==> config.mk <==
export PLATFORM = sky130hd
export DESIGN_NAME = weighted_rr_scheduler_flat
export DESIGN_NICKNAME = d
export VERILOG_FILES = /design/src/rtl/weighted_rr_scheduler_pkg.sv /design/src/rtl/weighted_rr_scheduler_if.sv /design/src/rtl/weighted_rr_scheduler_pick.sv /design/src/rtl/weighted_rr_scheduler.sv /design/src/flat_wrapper.sv
export SDC_FILE = /design/constraint.sdc
export NUM_CORES = 1
export LEC_CHECK = 0
export BUFFER_PORTS_ARGS = -buffer_cell sky130_fd_sc_hd__buf_2
export CORE_MARGIN = 2
export CORE_UTILIZATION = 36
export DETAILED_ROUTE_END_ITERATION = 10
export GPL_TIMING_DRIVEN = 0
export SLEW_MARGIN = 5
export SYNTH_ARGS = -nofsm -noshare
export SYNTH_HDL_FRONTEND = slang
export SYNTH_SLANG_ARGS = --single-unit
export TNS_END_PERCENT = 1
==> constraint.sdc <==
create_clock -name clk -period 3.8 [get_ports clk]
set_input_delay 0.76 -clock clk [delete_from_list [all_inputs] [get_ports clk]]
set_output_delay 0.76 -clock clk [all_outputs]
set_load 0.01 [all_outputs]
==> src/rtl/weighted_rr_scheduler_pkg.sv <==
// Shared types and helpers for the weighted round-robin scheduler.
// Imported by the interface, the picker and the top.
package rr_sched_pkg;

  typedef enum logic {
    IDLE  = 1'b0,
    OWNED = 1'b1
  } state_e;

  function automatic int idx_w(input int n);
    int w;
    w = 1;
    while ((1 << w) < n) w++;
    return w;
  endfunction

endpackage

==> src/rtl/weighted_rr_scheduler_if.sv <==
// Request/grant bundle between requesters and the scheduler.
// The master drives requests and beat accepts; the slave drives ownership.
interface weighted_rr_scheduler_if
  import rr_sched_pkg::*;
#(
  parameter int request_lines = 4,
  parameter int weight_w      = 4
);

  localparam int IW = idx_w(request_lines);

  logic [request_lines-1:0]          req;
  logic [request_lines*weight_w-1:0] weight;
  logic                              ack;
  logic [request_lines-1:0]          grant;
  logic [IW-1:0]                     grant_idx;
  logic [weight_w-1:0]               credit;

  modport master (
    output req, weight, ack,
    input  grant, grant_idx, credit
  );

  modport slave (
    input  req, weight, ack,
    output grant, grant_idx, credit
  );

endinterface

==> src/rtl/weighted_rr_scheduler_pick.sv <==
// Rotating first-set-bit picker: search begins one past ptr_i
// and wraps, so the previous owner is always considered last.
module rr_pick #(
  parameter int N  = 4,
  parameter int IW = 2
) (
  input  logic [N-1:0]  req_i,
  input  logic [IW-1:0] ptr_i,
  output logic [N-1:0]  onehot_o,
  output logic [IW-1:0] idx_o,
  output logic          vld_o
);

  always_comb begin
    int j;
    j        = 0;
    onehot_o = '0;
    idx_o    = '0;
    vld_o    = 1'b0;
    for (int k = 1; k <= N; k++) begin
      j = int'(ptr_i) + k;
      if (j >= N) j = j - N;
      if (!vld_o && req_i[j]) begin
        vld_o       = 1'b1;
        onehot_o[j] = 1'b1;
        idx_o       = IW'(j);
      end
    end
  end

endmodule

==> src/rtl/weighted_rr_scheduler.sv <==
// Weighted round-robin owner arbitration: each winner holds the
// resource for up to weight[i] accepted beats, then rotates.
module weighted_rr_scheduler
  import rr_sched_pkg::*;
#(
  parameter int request_lines = 4,
  parameter int weight_w      = 4
) (
  input logic clk,
  input logic rst,
  weighted_rr_scheduler_if.slave bus
);

  localparam int N  = request_lines;
  localparam int W  = weight_w;
  localparam int IW = idx_w(N);

  state_e        state_q, state_d;
  logic [N-1:0]  grant_q, grant_d;
  logic [IW-1:0] idx_q, idx_d;
  logic [IW-1:0] ptr_q, ptr_d;
  logic [W-1:0]  credit_q, credit_d;

  logic [N-1:0]  pick_oh;
  logic [IW-1:0] pick_idx;
  logic          pick_vld;
  logic [W-1:0]  w_a [N];
  logic [W-1:0]  load_w;
  logic          own_req;
  logic          beat;
  logic          rel;
  logic          load;

  for (genvar i = 0; i < N; i++) begin : g_w
    assign w_a[i] = bus.weight[i*W +: W];
  end

  rr_pick #(
    .N  (N),
    .IW (IW)
  ) u_pick (
    .req_i    (bus.req),
    .ptr_i    (ptr_q),
    .onehot_o (pick_oh),
    .idx_o    (pick_idx),
    .vld_o    (pick_vld)
  );

  assign own_req = bus.req[idx_q];
  assign beat    = (state_q == OWNED)
                 & own_req & bus.ack;
  assign rel     = (state_q == OWNED)
                 & (~own_req
                 | (beat & (credit_q == W'(1))));
  assign load    = ((state_q == IDLE) | rel)
                 & pick_vld;
  assign load_w  = w_a[pick_idx];

  always_ff @(posedge clk or negedge rst) begin
    if (!rst) begin
      state_q  <= IDLE;
      grant_q  <= '0;
      idx_q    <= '0;
      ptr_q    <= IW'(N - 1);
      credit_q <= '0;
    end else begin
      state_q  <= state_d;
      grant_q  <= grant_d;
      idx_q    <= idx_d;
      ptr_q    <= ptr_d;
      credit_q <= credit_d;
    end
  end

  always_comb begin
    state_d = state_q;
    unique case (state_q)
      IDLE:  if (pick_vld) state_d = OWNED;
      OWNED: if (rel && !pick_vld) state_d = IDLE;
      default: state_d = IDLE;
    endcase
  end

  // A zero weight still grants one beat.
  always_comb begin
    grant_d  = grant_q;
    idx_d    = idx_q;
    ptr_d    = ptr_q;
    credit_d = credit_q;
    unique case (1'b1)
      load: begin
        grant_d  = pick_oh;
        idx_d    = pick_idx;
        ptr_d    = pick_idx;
        credit_d = (load_w == '0) ? W'(1) : load_w;
      end
      (rel & ~pick_vld): begin
        grant_d  = '0;
        idx_d    = '0;
        credit_d = '0;
      end
      (beat & ~rel): begin
        credit_d = credit_q - W'(1);
      end
      default: ;
    endcase
  end

  assign bus.grant     = grant_q;
  assign bus.grant_idx = idx_q;
  assign bus.credit    = credit_q;

endmodule

==> src/flat_wrapper.sv <==
// flat-port wrapper written by rule: the top's interface ports become plain ports
module weighted_rr_scheduler_flat import rr_sched_pkg::*;
#(
  parameter int request_lines = 4,
  parameter int weight_w      = 4
)
  (clk, rst, bus_req, bus_weight, bus_ack, bus_grant, bus_grant_idx, bus_credit);
  weighted_rr_scheduler_if #(.request_lines(request_lines), .weight_w(weight_w)) bus_i ();
  input logic clk;
  input logic rst;
  input wire logic [$bits(bus_i.req)-1:0] bus_req;
  input wire logic [$bits(bus_i.weight)-1:0] bus_weight;
  input wire logic [$bits(bus_i.ack)-1:0] bus_ack;
  output wire logic [$bits(bus_i.grant)-1:0] bus_grant;
  output wire logic [$bits(bus_i.grant_idx)-1:0] bus_grant_idx;
  output wire logic [$bits(bus_i.credit)-1:0] bus_credit;
  assign bus_i.req = bus_req;
  assign bus_i.weight = bus_weight;
  assign bus_i.ack = bus_ack;
  assign bus_grant = bus_i.grant;
  assign bus_grant_idx = bus_i.grant_idx;
  assign bus_credit = bus_i.credit;
  weighted_rr_scheduler #(.request_lines(request_lines), .weight_w(weight_w)) u_core (.clk(clk), .rst(rst), .bus(bus_i));
endmodule
After elaboration in Yosys (flattened, before gate mapping). Index checks and enable logic that the tools add are counted.

Input bits: 23. Register bits: 13. Logic and storage cells: 109.

Bitwise operators: 17. Reductions and logical operators: 15. Equal/unequal tests: 1. $lt $le $gt $ge: 14. Multiplexer cells: 48. Add/subtract/negate cells: 9.

Operator list (number): $ge 32x1->1 const B (4); $lt 32x4->1 const B (4); $mux 32 (4); $ge 32x4->1 const B (1); $sub 32x4->32 const B (1); $mux 4 (7); $mux 1 (19); $or 4x4->4 (3); $pmux 4 s3 (1); $bmux 1 s2 (5); $ge 3x3->1 const B (3); $bmux 4 s2 (1); $demux 1 s2 (4); $logic_and 1x1->1 (8); $mux 2 (4); $pmux 4 s2 (1); $sub 3x3->4 const B (2); $and 1x1->1 (7); $add 2x2->3 const B (2); $sub 4x3->5 const B (1); $add 2x3->4 const B (1); $eq 4x1->1 const B (1); $ge 4x3->1 const B (1); $logic_not 1->1 (4); other kinds (11) (15).

Logic depth before layout (Yosys ltp).
Depth after elaboration: 23. Mapped depth: 12. Gate-level depth less buffers: 9.

Cells and area by module. From an unflattened synthesis, not the netlist that was laid out.

Cell total of the unflattened synthesis: 143. Area total of the unflattened synthesis: 1422.6 um2.

Modules (own cells, without submodules): weighted_rr_scheduler (instances 1, sequential area each 327.8 um2, cells an instance 63, area each 785.8 um2); rr_pick (instances 1, sequential area each 0.0 um2, cells an instance 80, area each 636.9 um2).

Worst setup path after synthesis. No wires, ideal clock.

Path type: register to register. Start: register u_core.ptr_q[0]. End: register u_core.credit_q[0], in the netlist u_core.bus.credit[0]. Cell stages (with the launch flop): 13. Arrival: 3.097 ns. Library setup time: 0.131 ns. Slack: 0.571 ns. Data required time: 3.669 ns. Clock period less this slack: 3.229 ns. Cells stage by stage: dfstp_2 buf_6 inv_1 ha_1 mux4_2 nor2b_4 buf_6 or3_4 buf_6 a21boi_4 mux4_2 a221oi_2 o31ai_2.

Cells in the longest elaborated chain, start to end: 23. Elaborated cells between the ends (all ways): 53.

Ends and longest elaborated chain: start: declaration (line weighted_rr_scheduler.sv:21) `logic [IW-1:0] ptr_q, ptr_d;`; start signal: assignment (line weighted_rr_scheduler.sv:64) `ptr_q <= IW'(N - 1);`; start signal: assignment (line weighted_rr_scheduler.sv:70) `ptr_q <= ptr_d;`; $add 2x1->3 (line weighted_rr_scheduler_pick.sv:21) `j = int'(ptr_i) + k;`; $sub 32x4->32 / $ge 32x4->1 (equally long branches) (line weighted_rr_scheduler_pick.sv:22) `if (j >= N) j = j - N;`; $mux 32 (line weighted_rr_scheduler_pick.sv:22); $bmux 1 s2 (line weighted_rr_scheduler_pick.sv:23) `if (!vld_o && req_i[j]) begin`; $mux 1 (implied by the code) (2 in series) (line weighted_rr_scheduler_pick.sv:23); $mux 1 (line weighted_rr_scheduler_pick.sv:23); $logic_not 1->1 (line weighted_rr_scheduler_pick.sv:23); $logic_and 1x1->1 (line weighted_rr_scheduler_pick.sv:23); [... 5 more ...]; $logic_and 1x1->1 (line weighted_rr_scheduler_pick.sv:23); $mux 2 (line weighted_rr_scheduler_pick.sv:23); $not 2->3 (implied by the code) (line weighted_rr_scheduler.sv:57) `assign load_w = w_a[pick_idx];`; $bmux 4 s2 (line weighted_rr_scheduler.sv:57); $mux 4 (implied by the code) (2 in series) (line weighted_rr_scheduler.sv:57); $logic_not 4->1 (line weighted_rr_scheduler.sv:95) `credit_d = (load_w == '0) ? W'(1) : load_w;`; $mux 4 (line weighted_rr_scheduler.sv:95); $pmux 4 s3 (line weighted_rr_scheduler.sv:90) `unique case (1'b1)`; end signal: assignment (line weighted_rr_scheduler.sv:71) `credit_q <= credit_d;`; end: declaration (line weighted_rr_scheduler.sv:22) `logic [W-1:0] credit_q, credit_d;`.

Parallel ways exist; a longest one is shown, timed or not. The select of a mux whose other input is x is not followed. A chain may end at the register's enable or synchronous reset.

Worst setup path after layout. Ends and elaborated chain as after synthesis.

==> flow_summary.ini <==
[die]
rows = 21
die_area_um2 = 4037
ios = 33
initial_core_util_pct = 37.95
die_h_um = 63.54
die_x_um = 63.54
core_region_area_um2 = 3363

[cts]
cts_root_buf = clkbuf_4
clk_pin_slew_ns = 0.08
cts_max_level = 1
cts_resized = 0
clk-insertion-delay-late_ns = 0.28
holdBufCountCts = 0
cts_tree = done
cts_buffers = 3
cts_setup_buffers = 0
cts_buffer_depth = 2
clkSinkCount = 13

[sta]
period_share_pct = 91.40
worst_pin_slew_ns = 0.6367
skew_ns = 0.002157
fin_crit_ns = 3.473
rsz0062_at_grt = no
maxSlewHeadroom_pct = 57.56
setup_tns_ns = 0
maxSlewViolCount = 0
setup_ws_ns = 0.3268
max_freq_mhz = 287.9
hold_violations = 0
setup_viol = 0

[synthesis]
syn_area_um2 = 1276
yosys_register_bits = 13
avgSynthCellArea_um2 = 9.596
yosysSeqAreaShare_pct = 25.69
synthCells = 133
synth_nets = 166
ys_async_sr_fraction_pct = 100.0
yosys_most_used_dff = dfrtp_1
synth-edff-count = 0
synth.distinct_cells = 44
yosys_warnings = 0

[critical_path]
r2r-start = u_core.ptr_q[0]
end_kind = register
reg2reg_to = u_core.bus.credit[0]
arrival_ns = 3.63
max_stage_delay_ns = 0.59
worstPathRequired_ns = 3.96
r2r_setup_slack_ns = 0.33
cp_max_fo = 9
crit_path_frequent_cell = buf_6
slowest_stage = dfstp_2
path_class = reg2reg
r2r_cells = 12
start_kind = register
path_cells = buf_6 -> inv_1 -> ha_1 -> mux4_2 -> nor2b_4 -> buf_6 -> or3_4 -> buf_6 -> a21boi_4 -> mux4_2 -> a221oi_2 -> o31ai_2

[placed_design]
io_buffers = 31
place.gp.congestion = 0.7462
place_ws_ns = 0.3352
dp_hpwl_um = 2397
dpl_cell_area_um2 = 1489

[global_route]
grt_pass1_wl_um = 5202
globalRouteTotalUtil_pct = 16.21
grt_max_degree = 14
overflow = 0
first_global_vias = 1196
antenna_found_initial = 0

[route]
drc = 0
vias = 1186
drt.antenna.violating_nets = 0
viasPerCell = 5.542
first_pass_iters = 4
wl_um = 3114
dr.first_iter.drc_count = 27
wire_per_inst_um = 14.55

[finish]
syn_to_final_growth_pct = 18.73
num-fill-cells = 348
fin_area_um2 = 1515
drive_above_1_share_pct = 33.33
nets = 202
antenna_cells = 0

[outcome]
outcome = completed

[hold_path]
hp-class = in2async

[pwr]
p_leak_uw = 0.0006881
ir_worst_vdd_mv = 0.3226
p_per_area_nw_per_um2 = 906.2

[run]
maxCapViolCount = 0
-- critical path: cells and delay by family (launching register included) --
kind | cells | cell delay, ns
and+or+nand+nor | 2 | 0.52
DFF | 1 | 0.59
muxes | 2 | 0.75
AOI/OAI and AO/OA | 3 | 0.52
buffers and inverters | 4 | 0.57
adders and majority gates | 1 | 0.39
-- layout make-up --
| type | instances | area, µm² | area share, % |
|---|---|---|---|
| buffer | 8 | 53.80 | 3.551 |
| clock buffer | 4 | 26.28 | 1.734 |
| inverter | 7 | 26.28 | 1.734 |
| multi-input combinational | 105 | 868.3 | 57.31 |
| sequential | 13 | 327.8 | 21.64 |
| tap | 46 | 57.56 | 3.799 |
| timing repair buffer | 31 | 155.1 | 10.24 |
-- where the power goes --
| group | switching (µW) | leakage, µW | internal [µW] | total [µW] |
|---|---|---|---|---|
| Sequential | 69.3 | 0.000152 | 217 | 286 |
| Combinational | 525 | 0.000521 | 474 | 999 |
| Clock | 47.1 | 0.0000150 | 40.8 | 87.9 |
-- layer usage --
layer / GRT usage (%) / up-vias / wire, µm
met1: 18.13 / 566 / 1299
met3: 4.821 / 2 / 162
met5: 0 / - / 0
li1: - / 584 / -
met2: 29.61 / 34 / 1647
met4: 4.348 / 0 / 4
-- flip-flops by register name, indices dropped and copies added, names as in the netlist --
signal / flops
u_core.bus.credit: 4
u_core.bus.grant: 4
u_core.bus.grant_idx: 2
u_core.ptr_q: 2
u_core.state_q: 1
-- worst max-delay path by stage --
stage	startpoint	end	slack, ns	cells after the start
global route	u_core.ptr_q[0]	u_core.bus.credit[0]	0.18	12
finish	u_core.ptr_q[0]	u_core.bus.credit[0]	0.33	12
CTS	u_core.ptr_q[0]	u_core.bus.credit[0]	0.31	12
detailed placement	u_core.ptr_q[0]	u_core.bus.credit[0]	0.34	11
floorplan	u_core.ptr_q[0]	u_core.bus.credit[0]	0.57	12
global placement	u_core.ptr_q[0]	u_core.bus.credit[0]	0.38	12
-- cells in the mapped netlist, types with 2 or more instances --
| cell type | instances | share of area, % |
|---|---|---|
| mux4_2 | 5 | 8.8 |
| buf_6 | 3 | 2.6 |
| nor2_1 | 15 | 4.4 |
| o22ai_1 | 2 | 0.98 |
| inv_1 | 7 | 2.1 |
| ha_1 | 10 | 9.8 |
| nor3b_1 | 4 | 2.4 |
| a22oi_1 | 4 | 2.4 |
| a221oi_1 | 4 | 2.7 |
| a221o_1 | 2 | 1.6 |
| mux2i_1 | 3 | 2.4 |
| clkbuf_1 | 4 | 1.2 |
| mux2_2 | 2 | 1.8 |
| a21o_1 | 2 | 1.2 |
| a21oi_1 | 6 | 2.4 |
| nand2_1 | 5 | 1.5 |
| a211oi_1 | 4 | 2.4 |
| o21ai_0 | 8 | 3.1 |
| o211ai_1 | 3 | 1.8 |
| nor3_1 | 3 | 1.2 |
| dfrtp_1 | 11 | 22 |
| nand3b_1 | 3 | 1.8 |
| dfstp_2 | 2 | 4.1 |
-- kinds of logic after synthesis --
logic type                 count (synthesis)  synth area share (%)
buffers and inverters                     15                 6.274
adders and majority gates                 10                 9.804
muxes                                     10                 12.94
AOI/OAI and AO/OA                         45                 27.06
DFF                                       13                 25.69
and+or+nand+nor                           40                 18.24
-- through the flow --
stage                     power [µW]  hold slack (ns)  instances  utilization, %
final                           1373           0.3480        214           45.05
after global routing            1499           0.3487        214           45.05
after CTS                       1382           0.3552        214           45.05
after detailed placement        1286           0.5386        210           44.27
after global placement          1256           0.5274        210           44.27
after floorplan                 1054           0.4644        133               -
-- cells in the final DEF (no fill, tap or decap), types with 5 or more instances in the layout --
cell type | netlist | routed
a21oi_1 | 6 | 6
buf_2 | 0 | 31
clkbuf_1 | 4 | 5
dfrtp_1 | 11 | 11
ha_1 | 10 | 10
inv_1 | 7 | 7
mux4_2 | 5 | 5
nand2_1 | 5 | 5
nor2_1 | 15 | 15
o21ai_0 | 8 | 8
Power figures use the tool's default switching activity.
